$ cat src/rtl/mc_control.sv
// Multicycle MIPS-style control FSM: sequences fetch/decode/execute/writeback strobes per instruction.
// Latency: outputs are decoded from the current state in the same cycle; lw 5, sw/R/addi 4, beq/j 3, bad opcode 2 cycles.
// Backpressure: none. The FSM advances every clock, and reset abandons the current instruction on the next edge.
//
// Ports:
//   clk, reset          rising-edge clock, synchronous active-high reset
//   opcode, funct       instruction fields [31:26] and [5:0] from the instruction register
//   zout                ALU zero flag, used combinationally in BEQ
//   alu_control         ALU operation select
//   alusrca, alusrcb    ALU operand selects
//   pcsrc, pc_en        PC source select and PC write enable
//   iord, memwrite, irwrite, regdst, memtoreg, regwrite   datapath strobes and selects
//   illegal             one-cycle pulse on an unsupported opcode or funct
//   state               current state encoding, for debug
module mc_control (
  input  logic       clk,
  input  logic       reset,
  input  logic [5:0] opcode,
  input  logic [5:0] funct,
  input  logic       zout,
  output logic [2:0] alu_control,
  output logic       alusrca,
  output logic [1:0] alusrcb,
  output logic [1:0] pcsrc,
  output logic       pc_en,
  output logic       iord,
  output logic       memwrite,
  output logic       irwrite,
  output logic       regdst,
  output logic       memtoreg,
  output logic       regwrite,
  output logic       illegal,
  output logic [3:0] state
);

  typedef enum logic [3:0] {
    FETCH  = 4'd0,
    DECODE = 4'd1,
    MEMADR = 4'd2,
    MEMRD  = 4'd3,
    MEMWB  = 4'd4,
    MEMWR  = 4'd5,
    EXEC   = 4'd6,
    RTWB   = 4'd7,
    BEQ    = 4'd8,
    ADDIEX = 4'd9,
    ADDIWB = 4'd10,
    JUMP   = 4'd11
  } state_e;

  localparam logic [5:0] OP_RTYPE = 6'b000000;
  localparam logic [5:0] OP_J     = 6'b000010;
  localparam logic [5:0] OP_BEQ   = 6'b000100;
  localparam logic [5:0] OP_ADDI  = 6'b001000;
  localparam logic [5:0] OP_LW    = 6'b100011;
  localparam logic [5:0] OP_SW    = 6'b101011;

  localparam logic [2:0] ALU_AND = 3'b000;
  localparam logic [2:0] ALU_OR  = 3'b001;
  localparam logic [2:0] ALU_ADD = 3'b010;
  localparam logic [2:0] ALU_SLL = 3'b100;
  localparam logic [2:0] ALU_SRL = 3'b101;
  localparam logic [2:0] ALU_SUB = 3'b110;
  localparam logic [2:0] ALU_NOR = 3'b111;

  state_e state_q;
  state_e state_d;

  always_ff @(posedge clk) begin
    if (reset) begin
      state_q <= FETCH;
    end else begin
      state_q <= state_d;
    end
  end

  assign state = state_q;

  always_comb begin
    state_d     = FETCH;
    alu_control = ALU_ADD;
    alusrca     = 1'b0;
    alusrcb     = 2'b00;
    pcsrc       = 2'b00;
    pc_en       = 1'b0;
    iord        = 1'b0;
    memwrite    = 1'b0;
    irwrite     = 1'b0;
    regdst      = 1'b0;
    memtoreg    = 1'b0;
    regwrite    = 1'b0;
    illegal     = 1'b0;

    case (state_q)
      FETCH: begin
        alusrcb = 2'b01;
        pc_en   = 1'b1;
        irwrite = 1'b1;
        state_d = DECODE;
      end
      DECODE: begin
        // Speculatively compute the branch target into ALUOut.
        alusrcb = 2'b11;
        case (opcode)
          OP_LW, OP_SW: state_d = MEMADR;
          OP_RTYPE:     state_d = EXEC;
          OP_BEQ:       state_d = BEQ;
          OP_ADDI:      state_d = ADDIEX;
          OP_J:         state_d = JUMP;
          default: begin
            illegal = 1'b1;
            state_d = FETCH;
          end
        endcase
      end
      MEMADR: begin
        alusrca = 1'b1;
        alusrcb = 2'b10;
        // Only lw and sw reach here, so anything not lw is treated as sw.
        state_d = (opcode == OP_LW) ? MEMRD : MEMWR;
      end
      MEMRD: begin
        iord    = 1'b1;
        state_d = MEMWB;
      end
      MEMWB: begin
        regwrite = 1'b1;
        memtoreg = 1'b1;
        state_d  = FETCH;
      end
      MEMWR: begin
        iord     = 1'b1;
        memwrite = 1'b1;
        state_d  = FETCH;
      end
      EXEC: begin
        alusrca = 1'b1;
        state_d = RTWB;
        case (funct)
          6'b100000: alu_control = ALU_ADD;
          6'b100010: alu_control = ALU_SUB;
          6'b100100: alu_control = ALU_AND;
          6'b100101: alu_control = ALU_OR;
          6'b100111: alu_control = ALU_NOR;
          6'b000000: alu_control = ALU_SLL;
          6'b000010: alu_control = ALU_SRL;
          default: begin
            // Drop the instruction without writeback.
            alu_control = ALU_ADD;
            illegal     = 1'b1;
            state_d     = FETCH;
          end
        endcase
      end
      RTWB: begin
        regwrite = 1'b1;
        regdst   = 1'b1;
        state_d  = FETCH;
      end
      BEQ: begin
        alusrca     = 1'b1;
        alu_control = ALU_SUB;
        pcsrc       = 2'b01;
        pc_en       = zout;
        state_d     = FETCH;
      end
      ADDIEX: begin
        alusrca = 1'b1;
        alusrcb = 2'b10;
        state_d = ADDIWB;
      end
      ADDIWB: begin
        regwrite = 1'b1;
        state_d  = FETCH;
      end
      JUMP: begin
        pcsrc   = 2'b10;
        pc_en   = 1'b1;
        state_d = FETCH;
      end
      default: begin
        // Encodings 12-15 recover to FETCH with every strobe idle.
        state_d = FETCH;
      end
    endcase

    // Reset suppresses every architectural side effect in the current cycle.
    if (reset) begin
      pc_en    = 1'b0;
      irwrite  = 1'b0;
      memwrite = 1'b0;
      regwrite = 1'b0;
      illegal  = 1'b0;
    end
  end

endmodule

$ cat config.mk
export PLATFORM = sky130hd
export DESIGN_NAME = mc_control
export DESIGN_NICKNAME = d
export VERILOG_FILES = /design/src/rtl/mc_control.sv
export SDC_FILE = /design/constraint.sdc
export NUM_CORES = 1
export LEC_CHECK = 0
export BUFFER_PORTS_ARGS = -buffer_cell sky130_fd_sc_hd__buf_4
export CORE_UTILIZATION = 40
export CTS_CLUSTER_DIAMETER = 30
export DETAILED_ROUTE_END_ITERATION = 8
export PLACE_DENSITY = 0.77
export SLEW_MARGIN = 20
export SYNTH_ARGS = -nofsm -noshare
export SYNTH_HDL_FRONTEND = slang
export SYNTH_SLANG_ARGS = --single-unit
$ cat constraint.sdc
create_clock -name clk -period 1.8 [get_ports clk]
set_clock_uncertainty 0.2 [all_clocks]
set_input_delay 0.27 -clock clk [delete_from_list [all_inputs] [get_ports clk]]
set_output_delay 0.27 -clock clk [all_outputs]
set_load 0.02 [all_outputs]
==> results of run 1 <==
cell families after synthesis:
logic type	share of synthesized area
AOI/OAI and AO/OA	0.367
xor gates and xnor gates	0.0491
buffers and inverters	0.0561
DFF	0.150
muxes	0.0187
and+or+nand+nor	0.360
metrics by stage:
step                      hold slack [ps]  TNS, ps  instances
after detailed placement              363     -141        141
after global placement                371    -92.3        141
after floorplan                       304     -155         78
==> impl_metrics.tcl, run 1 <==
set metrics [dict create \
    syn_inst 78 \
    start_util 0.457 \
    synth.avg_cell_area_sq_um 6.87 \
    hpwlAfterDp_um 1620 \
    synth_most_common_cell "nor3_1" \
    cts_buffers 3 \
    synthTopCellsByArea "dfxtp_1, nor3_1, a21oi_1, o21ai_0, nor2_1" \
    synth_edf_count 0 \
    syn-num-nets 93 \
    cts_resized 33 \
    ios 35 \
    synth_warnings 0 \
    clock_path_buffers 2 \
    tool.error "[ERROR DPL-0038] Utilization greater than 100%, impossible to legalize" \
    netlist_top_cells_count "nor3_1, a21oi_1, nor2_1" \
    hold_buffers 0 \
    clkSinkCount 4 \
    netlist_area_sq_um 536 \
    die_y_um 38.6 \
    port_buffers 34 \
    synth_seq_cells 4 \
    finalWeightedCongestion 0.878 \
    status "aborted with a tool error" \
    cts-root-buf "clkbuf_4" \
    die_w_um 38.6 \
    synth_top_cell_by_area "dfxtp_1" \
    row_count 12 \
    place_area_sq_um 981 \
    synth_async_sr_flop_share 0 \
    lastStage "clock tree synthesis (4_1_cts)" \
    ys_dominant_reg_cell "dfxtp_1" \
    dp_slack_ps -141 \
    cts_setup_buffers 7 \
    seq_area_frac_synth 0.150 \
    h-tree-depth 1 \
    yosysTopAreaCellShare 0.150 \
    synth_cell_type_count 35 \
]
==> run 2: changes to the inputs <==
Settings changed: CORE_AREA set to 2 2 63 65, CORE_UTILIZATION 40 to unset, CTS_CLUSTER_DIAMETER 30 to unset, DIE_AREA set to 0 0 65 67, PLACE_DENSITY 0.77 to unset, PLACE_DENSITY_LB_ADDON set to 0.15.
==> run 2 against run 1 <==
  * The flow now finishes, with violations (negative setup slack)
  * Synthesized area is the same
  * Synthesized cell count unchanged
==> impl_metrics.tcl, run 2 <==
set metrics [dict create \
    largest_register_ffs 4 \
    clock_latency_ps 220 \
    grt_max_degree 12 \
    synth_cell_type_count 35 \
    ios 35 \
    drc 0 \
    row_count 22 \
    slew_violations 0 \
    tightestPinTransition_ps 385 \
    met1_usage 0.132 \
    synth.avg_cell_area_sq_um 6.87 \
    fin_nets 152 \
    hpwlAfterDp_um 1660 \
    violations "negative setup slack" \
    first_pass_iters 4 \
    regToRegSetupSlack_ps 30 \
    cts_buffers 3 \
    vias_per_cell 4.41 \
    die-area_sq_um 4360 \
    finalWeightedCongestion 0.779 \
    worst_ep_required_time_ps 1330 \
    synth_edf_count 0 \
    hold_buffers 0 \
    h-tree-depth 1 \
    synth_seq_cells 4 \
    yosysTopAreaCellShare 0.150 \
    worst_setup_path_start_kind "flip-flop" \
    synth_warnings 0 \
    netlist_area_sq_um 536 \
    port_buffers 34 \
    ys_dominant_reg_cell "dfxtp_1" \
    relSlewSlack 0.737 \
    die_y_um 67 \
    grt_antenna_before_repair 0 \
    stdcell_count 183 \
    cts-root-buf "clkbuf_8" \
    dp_slack_ps -111 \
    routedWlPerCell_um 11.9 \
    crit_buf_inv 2 \
    grt_use_met2 0.184 \
    synth_async_sr_flop_share 0 \
    cap_violations 0 \
    p_leak_nw 0.510 \
    use_met3 0.0253 \
    clock_path_buffers 2 \
    crit_top_cell "buf_6" \
    antenna_cells 0 \
    mostFrequentLayoutCells "buf_4, buf_6, nor3_1" \
    drive_gt1_frac 0.615 \
    whs_ps 144 \
    path_depth 4 \
    drtIter0Drc 27 \
    fmax_ghz 0.540 \
    start_util 0.149 \
    synthTopCellsByArea "dfxtp_1, nor3_1, a21oi_1, o21ai_0, nor2_1" \
    grt_pass1_vias 782 \
    dp_cells 172 \
    vias 807 \
    finalWorstSetupSlack_ps -51.6 \
    syn_inst 78 \
    globalRouteOverflowTotal 0 \
    power_mw 0.452 \
    crit_family "simple AND/OR/NAND/NOR gates" \
    max_stage_delay_ps 400 \
    p_per_area_nw_per_um2 378 \
    die_w_um 65 \
    gr-usage-all-layers 0.109 \
    synth_most_common_cell "nor3_1" \
    synth_top_cell_by_area "dfxtp_1" \
    clkSinkCount 4 \
    cpMaxStageDelayCell "or3b_4" \
    ant_nets 0 \
    netlist_top_cells_count "nor3_1, a21oi_1, nor2_1" \
    wl_um 2170 \
    path_max_fanout 7 \
    rsz0062_at_grt "yes" \
    core_sq_um 3610 \
    syn_to_final_growth_pct 123 \
    reg2reg_depth 6 \
    syn-num-nets 93 \
    tns_ps -137 \
    hp-class "primary input to flip-flop" \
    setup_viol 4 \
    crit_chain "buf_6 -> or3b_4 -> a21oi_2 -> buf_6" \
    worstSetupEndpointType "primary output" \
    layout_commonest_cell "buf_4" \
    seq_area_frac_synth 0.150 \
    worstPathArrival_ps 1380 \
    min_period_ps 1850 \
    status "finished, violations left" \
    worstSetupPathType "flip-flop to primary output" \
    grt_pass1_wl_um 3630 \
    busiest_layer "met2" \
    cts_tree "yes" \
    ir_worst_vdd_v 0.000126 \
    min_path_cells 2 \
    final-hold-violation-count 0 \
    clk_pin_slew_ps 30 \
    fin_crit_sh 1.03 \
]
-- run 2: cell counts after synthesis --
Identical to the previous run, type by type.
-- run 2: worst register-to-register path, delay by kind of cell, from the launching register on --
kind / cells / cell delay, ps
and+or+nand+nor: 1 / 400
buffers and inverters: 2 / 270
DFF: 1 / 330
AOI/OAI and AO/OA: 3 / 480
-- run 2: metal layers --
metal  wire [um]  vias up
met5           0        -
met4          17        0
met3         152        2
met2        1090       26
met1         914      369
li1            -      410
-- run 2: path summary, 6_finish.rpt --
check / startpoint / end
setup / recovery: state[1] / alusrcb[1]
hold / removal: reset / state[3]
setup reg to reg: state[1] / state[1]
hold reg to reg: state[0] / state[2]
-- run 2: cells by family after synthesis --
| family | after synthesis | share of synthesized area |
|---|---|---|
| mux | 1 | 0.0187 |
| simple gates | 35 | 0.360 |
| flops | 4 | 0.150 |
| compound gates | 29 | 0.367 |
| buf+inv | 6 | 0.0561 |
| xor+xnor | 3 | 0.0491 |
-- run 2: timing repair --
item | in CTS | in global routing
gates resized for setup | 19 | 6
setup endpoints to repair | 10 | 11
gates cloned | 0 | 0
pin swaps | 7 | 3
setup buffers | 6 | 3
-- run 2: cell type report --
type | instances | area, sq um
Clock buffer | 3 | 41.3
Fill cell | 391 | 2410
Inverter | 2 | 7.51
Multi-Input combinational cell | 68 | 526
Sequential cell | 4 | 86.3
Tap cell | 48 | 60.1
Timing Repair Buffer | 58 | 473
-- run 2: power by group --
part	internal [mW]	switching (mW)
Sequential	0.0911	0.00230
Combinational	0.0868	0.0848
Clock	0.142	0.0445
Total	0.320	0.132
-- run 2: stage by stage --
stage | util | area [sq um]
final | 0.331 | 1190
after global routing | 0.331 | 1190
after CTS | 0.318 | 1150
after detailed placement | 0.278 | 1000
after global placement | 0.278 | 1000
after floorplan | - | 593
Power figures use the tool's default switching activity.
